==> src/rtl/slim_freeze_ctrl.sv <==
// Slime freeze/thaw/kill controller driven by the shared animation tick.
// Optional thaw-warning flag is built when SLIM_THAW_WARN_EN is defined.
module slim_freeze_ctrl #(
    parameter int FREEZE_TICKS = 96,
    parameter int HURT_CD      = 32,
    parameter int PLAYER_W     = 24,
    parameter int PLAYER_H     = 31,
    parameter int WARN_TICKS   = 24
) (
    input  logic       clk,
    input  logic       rst_n,
    input  logic       tick,
    input  logic [9:0] x_slim,
    input  logic [8:0] y_slim,
    input  logic       shot_valid,
    input  logic [9:0] shot_x,
    input  logic [8:0] shot_y,
    input  logic [9:0] player_x,
    input  logic [8:0] player_y,
    input  logic       player_push,
    input  logic       respawn,
    output logic       slim_frozen,
    output logic       slim_dead,
    output logic       shot_hit,
    output logic       player_hurt,
    output logic       slim_thaw_warn
);

    typedef enum logic [1:0] {
        WALK,
        FROZEN,
        DEAD
    } state_t;

    localparam logic [7:0] FT = 8'(FREEZE_TICKS);
    localparam logic [7:0] HC = 8'(HURT_CD);

    state_t     state;
    state_t     state_nx;
    logic [7:0] timer;
    logic [7:0] timer_nx;
    logic [7:0] cool;
    logic [7:0] cool_nx;
    logic       hit_nx;
    logic       hurt_nx;
    logic       warn_nx;

    // Widened by one bit so boxes near the screen edge never wrap.
    logic [10:0] sx_lo;
    logic [10:0] sx_hi;
    logic [10:0] shx;
    logic [10:0] px_lo;
    logic [10:0] px_hi;
    logic [9:0]  sy_lo;
    logic [9:0]  sy_hi;
    logic [9:0]  shy;
    logic [9:0]  py_lo;
    logic [9:0]  py_hi;
    logic        shot_in;
    logic        touch;

    assign sx_lo = {1'b0, x_slim};
    assign sx_hi = sx_lo + 11'd33;
    assign sy_lo = {1'b0, y_slim};
    assign sy_hi = sy_lo + 10'd32;
    assign shx   = {1'b0, shot_x};
    assign shy   = {1'b0, shot_y};
    assign px_lo = {1'b0, player_x};
    assign px_hi = px_lo + 11'(PLAYER_W);
    assign py_lo = {1'b0, player_y};
    assign py_hi = py_lo + 10'(PLAYER_H);

    assign shot_in = shot_valid
                   && (shx >= sx_lo) && (shx <= sx_hi)
                   && (shy >= sy_lo) && (shy <= sy_hi);

    assign touch = (px_lo <= sx_hi) && (px_hi >= sx_lo)
                 && (py_lo <= sy_hi) && (py_hi >= sy_lo);

    always_comb begin
        state_nx = state;
        timer_nx = timer;
        cool_nx  = cool;
        hit_nx   = 1'b0;
        hurt_nx  = 1'b0;

        if (state != DEAD && tick && cool != 8'd0) begin
            cool_nx = cool - 8'd1;
        end

        unique case (state)
            WALK: begin
                if (shot_in) begin
                    state_nx = FROZEN;
                    timer_nx = FT;
                    hit_nx   = 1'b1;
                end
                if (touch && cool == 8'd0) begin
                    hurt_nx = 1'b1;
                    cool_nx = HC;
                end
            end
            FROZEN: begin
                if (touch && player_push) begin
                    state_nx = DEAD;
                    timer_nx = 8'd0;
                end else if (shot_in) begin
                    timer_nx = FT;
                    hit_nx   = 1'b1;
                end else if (tick) begin
                    if (timer > 8'd1) begin
                        timer_nx = timer - 8'd1;
                    end else begin
                        state_nx = WALK;
                        timer_nx = 8'd0;
                    end
                end
            end
            DEAD: begin
                if (respawn) begin
                    state_nx = WALK;
                    timer_nx = 8'd0;
                    cool_nx  = 8'd0;
                end
            end
            default: begin
                state_nx = WALK;
                timer_nx = 8'd0;
            end
        endcase
    end

`ifdef SLIM_THAW_WARN_EN
    localparam logic [7:0] WT = 8'(WARN_TICKS);

    assign warn_nx = (state_nx == FROZEN) && (timer_nx <= WT);
`else
    logic unused_warn;

    assign unused_warn = ^WARN_TICKS;
    assign warn_nx     = 1'b0;
`endif

    always_ff @(posedge clk or negedge rst_n) begin
        if (!rst_n) begin
            state          <= WALK;
            timer          <= 8'd0;
            cool           <= 8'd0;
            slim_frozen    <= 1'b0;
            slim_dead      <= 1'b0;
            shot_hit       <= 1'b0;
            player_hurt    <= 1'b0;
            slim_thaw_warn <= 1'b0;
        end else begin
            state          <= state_nx;
            timer          <= timer_nx;
            cool           <= cool_nx;
            slim_frozen    <= (state_nx == FROZEN);
            slim_dead      <= (state_nx == DEAD);
            shot_hit       <= hit_nx;
            player_hurt    <= hurt_nx;
            slim_thaw_warn <= warn_nx;
        end
    end

endmodule

==> config.mk <==
export PLATFORM = sky130hd
export DESIGN_NAME = slim_freeze_ctrl
export DESIGN_NICKNAME = d
export VERILOG_FILES = /design/src/rtl/slim_freeze_ctrl.sv
export SDC_FILE = /design/constraint.sdc
export NUM_CORES = 1
export LEC_CHECK = 0
export BUFFER_PORTS_ARGS = -buffer_cell sky130_fd_sc_hd__buf_2
export CAP_MARGIN = 0
export CORE_ASPECT_RATIO = 1.5
export CORE_UTILIZATION = 35
export CTS_BUF_LIST = sky130_fd_sc_hd__clkbuf_4 sky130_fd_sc_hd__clkbuf_8
export CTS_CLUSTER_SIZE = 24
export DETAILED_ROUTE_END_ITERATION = 7
export HOLD_SLACK_MARGIN = 0.05
export PLACE_DENSITY = 0.65
export SYNTH_ARGS = -nofsm -noshare
export SYNTH_HDL_FRONTEND = slang
export SYNTH_SLANG_ARGS = --single-unit
==> constraint.sdc <==
create_clock -name clk -period 2.6 [get_ports clk]
set_clock_uncertainty 0.1 [all_clocks]
set_input_delay 0.13 -clock clk [delete_from_list [all_inputs] [get_ports clk]]
set_output_delay 0.13 -clock clk [all_outputs]
set_load 0.02 [all_outputs]
After elaboration in Yosys (flattened, before gate mapping)
Cells that the tools add are included.
Widths: inputs -> output; s select.
- output and inout port bits: 5
- register bits after elaboration: 22
- add/subtract/negate cells: 6
- magnitude comparators: 9
- eq/ne operators: 8
- reduce and logical (&&, ||, !) cells: 15
- multiplexer cells: 23
- operator list (cell ; number):
    $mux 8 ; 9
    $pmux 8 s3 ; 1
    $le 10x11->1 ; 2
    $le 9x10->1 ; 2
    $pmux 8 s2 ; 1
    $sub 8x1->8 const B ; 2
    $mux 2 ; 6
    $add 10x5->11 const B ; 1
    $add 10x6->11 const B ; 1
    $ge 11x10->1 ; 1
    $logic_and 1x1->1 ; 11
    $add 9x5->10 const B ; 1
    $add 9x6->10 const B ; 1
    $ge 10x10->1 ; 1
    $ge 10x9->1 ; 1
    $ge 9x9->1 ; 1
    $gt 8x1->1 const B ; 1
    $logic_not 8->1 ; 1
    $reduce_bool 8->1 ; 1
    $ne 2x2->1 const B ; 3
    $pmux 2 s3 ; 1
    $eq 2x1->1 const B ; 2
    $eq 2x2->1 const B ; 2
    $mux 1 ; 4
    other kinds (4) ; 4

Longest topological paths before layout
Gate-level depths: netlist of the first run.
- depth after elaboration: 9
- mapped depth: 17
- depth with buffers taken out: 16

Worst setup path before layout of the first run
Ideal clock, no wire load.
- path kind: input to register
- start point: input x_slim[0]
- end point: register timer[5]
- data required time: 2.378 ns
- setup slack: -0.249 ns
- buffers on the path: 1
- arrival time: 2.628 ns
- stages: 13
- path through: ha_1 a41o_4 nand3_1 xnor2_1 ha_1 nand2_1 or4_1 o211ai_1 a211o_1 nand2_1 and2_4 buf_6 a32o_1
- longest elaborated chain between the ends: 8
- elaborated cells between the ends (all ways): 19
- ends and longest elaborated chain (element ; RTL line ; RTL):
    from (decl) ; 13 ; input logic [9:0] x_slim,
    $add 10x6->11 / $ge 10x10->1 (equally long branches) ; 63, 74 ;
    $le 10x11->1, or another cell as far along ; 74 ; && (shx >= sx_lo) && (shx <= sx_hi)
    $logic_and 1x1->1, on equally long branches ; 74, 77 ;
    $logic_and 1x1->1, on equally long branches (2 in a row) ; 75, 78 ;
    $mux 8 / $logic_and 1x1->1 (equally long branches) ; 107, 104 ;
    $mux 8 / $ne 4x4->1 (equally long branches) ; -- ;
    $pmux 8 s3 / $reduce_and 3->1 (equally long branches) ; -- ;
    to (signal assigned) ; 156 ; timer <= timer_nx;
    to (decl) ; 40 ; logic [7:0] timer;
Parallel ways exist; a longest one is shown, timed or not.
A chain may end at the register's enable or synchronous reset.

Worst setup path in the final report of the first run
- start point: input x_slim[2]
- end point: register timer[2]
The elaborated chain is that of the path after synthesis.

==> out/qor.yml, run 1 <==
setup_viol: 10
die_y_um: 123
synth_top_cell_by_area: "ha_1"
critPathArrivalTime_ns: 2.81
grtUsageTotal_pct: 19.5
clk_path_buf_depth: 2
setup.worst_path.class: "input port to flip-flop"
nNetsFinal: 721
grt_max_degree: 23
core_area_um2: 9420
syn2layout_area_growth_pct: 48.6
synth_area_per_cell_um2: 8.24
worstSkewPairLatency_ns: 0.25
worstMarginPinSlew_ns: 0.508
dieArea_um2: 10200
max_freq_mhz: 362
synth.cell_area_um2: 3440
drive_gt1_share_pct: 38.7
rsz0062_at_grt: "yes"
drv_cap: 0
clk_pin_slew_worst_paths_ns: 0.07
start_kind: "input port"
relSlewSlack_pct: 66.2
io_buffers: 66
synthTopCellsByArea: "ha_1, dfrtp_1, xnor2_1"
final_cell_mix: "buf_4, ha_1, buf_2"
required_ns: 2.64
htree_levels: 1
antenna_found_initial: 0
end_kind: "flip-flop"
drt-total-wl_um: 10100
violations: "setup timing"
pin_count: 68
synthCells: 417
leakagePower_nw: 2.49
dr.pass1.iters: 4
drv_slew: 0
synth_top_cell_area_share_pct: 27.3
post-dp-hpwl_um: 8270
setup-tns-final_ns: -0.750
hp-class: "input port to flip-flop"
final_common_cell: "buf_4"
rows: 43
start_util_pct: 36.5
place_congestion: 0.914
cts_sinks: 22
layout_setup_ws_ns: -0.166
post-route-util_pct: 54.2
status: "finished with violations"
hold_viol_final: 0
cts_tree: "done"
async_flop_share_pct: 100
vias: 3671
overflow: 0
p_per_area_nw_per_um2: 415
ys_seq_area_share_pct: 16.0
drt_iter0_markers: 55
ant_nets: 0
grt_pass1_wl_um: 16200
clockRootBuffer: "clkbuf_8"
instances_no_fill: 693
drcViolationCount: 0
crit_fanout: 7
post-route-period-util_pct: 106
peakVddDrop_uv: 375
placedCellCount: 671
synth_nets: 555
synth-edff-count: 0
fin_crit_ns: 2.77
synth_ff_type: "dfrtp_1"
synth_cell_types: 64
avgRoutedWirePerCell_um: 14.6
grt_pass1_vias: 3691
ys_warn_count: 0
numCtsBuffers: 3
dieWidth_um: 82.9
antennaDiodeCount: 0
avgViaCountPerCell: 5.30
yosys_register_bits: 22
==> cells in the mapped netlist (3+ instances only) <==
cell type / number
o211ai_1: 9
o21ai_0: 25
ha_1: 75
nor3_1: 10
nor4_1: 5
dfrtp_1: 22
or3_1: 6
nand3_1: 17
nand2_1: 27
nor2b_1: 5
xnor2_1: 20
inv_1: 45
or4_1: 4
mux2i_1: 3
a21oi_1: 29
nor2_1: 26
nand4b_1: 4
xor2_1: 5
nand4_1: 7
nand2b_1: 8
o21a_1: 6
a21o_1: 6
==> sequential cells by signal, summed over array words and instances, names as in the netlist <==
name / flops
cool: 8
timer: 8
state: 2
player_hurt: 1
shot_hit: 1
slim_dead: 1
slim_frozen: 1
==> cells by family after synthesis <==
| kind of cell | Yosys count | share of synthesized area [%] |
|---|---|---|
| flip-flops | 22 | 16.0 |
| multiplexers | 4 | 1.20 |
| adder cells (fa/ha/maj) | 75 | 27.3 |
| AND/OR/NAND/NOR | 134 | 21.2 |
| buffers and inverters | 48 | 5.57 |
| AO/OA/AOI/OAI | 107 | 21.4 |
| XOR/XNOR | 26 | 7.17 |
| other | 1 | 0.109 |
==> cell type report <==
| type | instances | area, µm² |
|---|---|---|
| Sequential cell | 22 | 551 |
| Fill cell | 854 | 4310 |
| Multi-Input combinational cell | 347 | 3050 |
| Tap cell | 112 | 140 |
| Clock buffer | 3 | 41.3 |
| Inverter | 45 | 176 |
| Timing Repair Buffer | 164 | 1150 |
==> metrics by stage <==
stage                     worst slack [ns]  area (µm²)  power, W  hold slack, ns
after global placement              -0.521        4510   0.00173          0.0268
after floorplan                     -0.101        3470   0.00134          -0.266
final                               -0.166        5110   0.00212           0.113
after CTS                           -0.121        4820   0.00203           0.111
after detailed placement            -0.592        4510   0.00177          0.0336
after global routing                -0.272        5110   0.00232           0.134
==> worst max-delay path, stage by stage <==
cell and delay (ns):
buf_12 0.10, inv_6 0.04, nor3_4 0.22, buf_6 0.15, xnor2_4 0.08, buf_6 0.14, ha_4 0.26, nand3_2 0.09
or3_1 0.38, o31a_1 0.26, a211o_1 0.36, nor4b_4 0.15, buf_4 0.17, a221o_1 0.29
==> worst paths after layout <==
check	from	endpoint	slack (ns)	depth (start not counted)
worst max-delay path	x_slim[2]	timer[2]	-0.17	14
worst min-delay path	tick	timer[0]	0.11	3
worst max register to register	cool[6]	cool[5]	0.15	7
worst min register to register	cool[1]	cool[1]	0.45	2
max in group asynchronous	rst_n	timer[6]	1.79	2
min in group asynchronous	rst_n	timer[3]	0.27	2
==> routing by layer <==
| layer | share of wire, % | global-route usage, % | up-vias |
|---|---|---|---|
| li1 | - | - | 1868 |
| met1 | 38 | 20.3 | 1689 |
| met2 | 54 | 39.0 | 83 |
| met3 | 2.4 | 1.27 | 31 |
| met4 | 5.0 | 9.91 | 0 |
| met5 | 0 | 0 | - |
==> power breakdown <==
group	switching (W)	internal, W	leakage, nW
clock	0.000101	0.000103	0.0216
combinational	0.000671	0.000648	2.20
sequential	0.000117	0.000479	0.270
==> what timing repair did <==
item / 4_1_cts / 5_1_grt
endpoints found under the hold margin: 24 / 0
resized for setup: 38 / 47
pin swaps: 24 / 25
setup endpoints to repair: 12 / 17
hold buffers: 2 / 0
buffers inserted: 9 / 10
(Power assumes the default switching activity.)
==> run 2, diff against run 1 <==
==> constraint.sdc (replaced) <==
create_clock -name clk -period 3.1 [get_ports clk]
set_clock_uncertainty 0.1 [all_clocks]
set_input_delay 0.155 -clock clk [delete_from_list [all_inputs] [get_ports clk]]
set_output_delay 0.155 -clock clk [all_outputs]
set_load 0.02 [all_outputs]
==> out/qor.yml, run 2 (synthesis results as in run 1) <==
drv_cap: 0
largestRegisters: "cool: 8 flops, timer: 8 flops, state: 2 flops"
drt_iter0_markers: 91
required_ns: 3.15
crit_fanout: 7
syn2layout_area_growth_pct: 23.2
n_fill_cell: 911
clockRootBuffer: "clkbuf_8"
layout_setup_ws_ns: 0.167
overflow: 0
relSlewSlack_pct: 59.0
vias: 3429
placedCellCount: 625
critPathArrivalTime_ns: 2.99
grtUsageTotal_pct: 18.6
setup.worst_path.class: "input port to flip-flop"
dieArea_um2: 10200
r2r_slack_ns: 0.51
grt_pass1_vias: 3411
nNetsFinal: 660
fin_crit_ns: 2.93
core_area_um2: 9420
worstMarginPinSlew_ns: 0.600
post-dp-hpwl_um: 8070
worstReg2RegStart: "cool[3]"
post-route-util_pct: 44.9
hold_viol_final: 0
status: "complete, no violations"
cts_sinks: 22
antenna_found_initial: 0
r2r-end: "cool[5]"
end_kind: "flip-flop"
htree_levels: 1
dieWidth_um: 82.9
leakagePower_nw: 2.11
drt-total-wl_um: 9430
max_freq_mhz: 341
instances_no_fill: 632
io_buffers: 66
p_per_area_nw_per_um2: 380
r2r_cells: 7
grt_pass1_wl_um: 15600
start_util_pct: 36.5
dr.pass1.iters: 4
post-route-period-util_pct: 94.6
drcViolationCount: 0
startpoint: "player_y[0]"
antennaDiodeCount: 0
ant_nets: 0
grt_max_degree: 23
peakVddDrop_uv: 232
start_kind: "input port"
place_congestion: 0.915
clk_path_buf_depth: 2
final_cell_mix: "ha_1, buf_2, inv_1"
setup-tns-final_ns: 0
hold_depth: 3
cts_tree: "done"
rows: 43
drive_gt1_share_pct: 22.9
hp-class: "input port to flip-flop"
setup_viol: 0
numCtsBuffers: 3
holdPathEnd: "timer[0]"
place_ws_ns: -0.131
avgViaCountPerCell: 5.43
drv_slew: 0
avgRoutedWirePerCell_um: 14.9
worstSkewPairLatency_ns: 0.26
hold_start: "tick"
pin_count: 68
clk_pin_slew_worst_paths_ns: 0.08
die_y_um: 123
final_common_cell: "ha_1"
-- run 2: power by group --
part	leakage, nW	internal [W]	switching [W]
clock network	0.0216	0.0000868	0.0000929
registers	0.270	0.000402	0.000100
logic	1.82	0.000422	0.000503
-- run 2: critical path, cell delays in order --
cell and delay (ns):
buf_2 0.10, inv_1 0.08, ha_1 0.19, nand2_1 0.07, or2_2 0.29, nand4_1 0.11
xnor2_1 0.09, ha_1 0.29, o21ai_0 0.08, nor2_1 0.10, nor2_1 0.05, o21a_1 0.10
a221o_1 0.38, a211o_1 0.30, nor4b_4 0.15, buf_4 0.18, a221o_1 0.29
-- run 2: worst max path at each step --
stage / endpoint
after floorplan: timer[5]
after global placement: timer[2]
after detailed placement: timer[2]
after CTS: timer[2]
after global routing: timer[2]
final: timer[2]
-- run 2: routing by layer --
metal,track usage [%],part of all wire [%],vias to the layer above
li1,-,-,1743
met1,20.5,41,1588
met3,1.07,2.6,21
met5,0,0,-
met2,37.0,53,77
met4,7.33,3.2,0
-- run 2: cell type report --
cell class | count | area, µm² | area share (%)
multi-input cells | 347 | 2720 | 64.2
repair buffers | 103 | 613 | 14.5
flip-flops and latches | 22 | 551 | 13.0
inverters | 45 | 169 | 3.99
well taps | 112 | 140 | 3.31
clock buffers | 3 | 41.3 | 0.976
-- run 2: timing repair --
item | 4_1_cts | 5_1_grt
setup buffers | 0 | 2
setup endpoints to repair | 0 | 7
endpoints found under the hold margin | 23 | 0
hold buffers | 2 | 0
resized for setup | 0 | 4
-- run 2: per-stage QoR --
step                cell area [µm²]  total power, W  hold slack [ns]
finish                         4230         0.00161            0.142
global route                   4230         0.00177            0.188
detailed placement             4130         0.00141           0.0682
global placement               4130         0.00139           0.0505
CTS                            4190         0.00160            0.137
floorplan                      3440         0.00112           -0.241
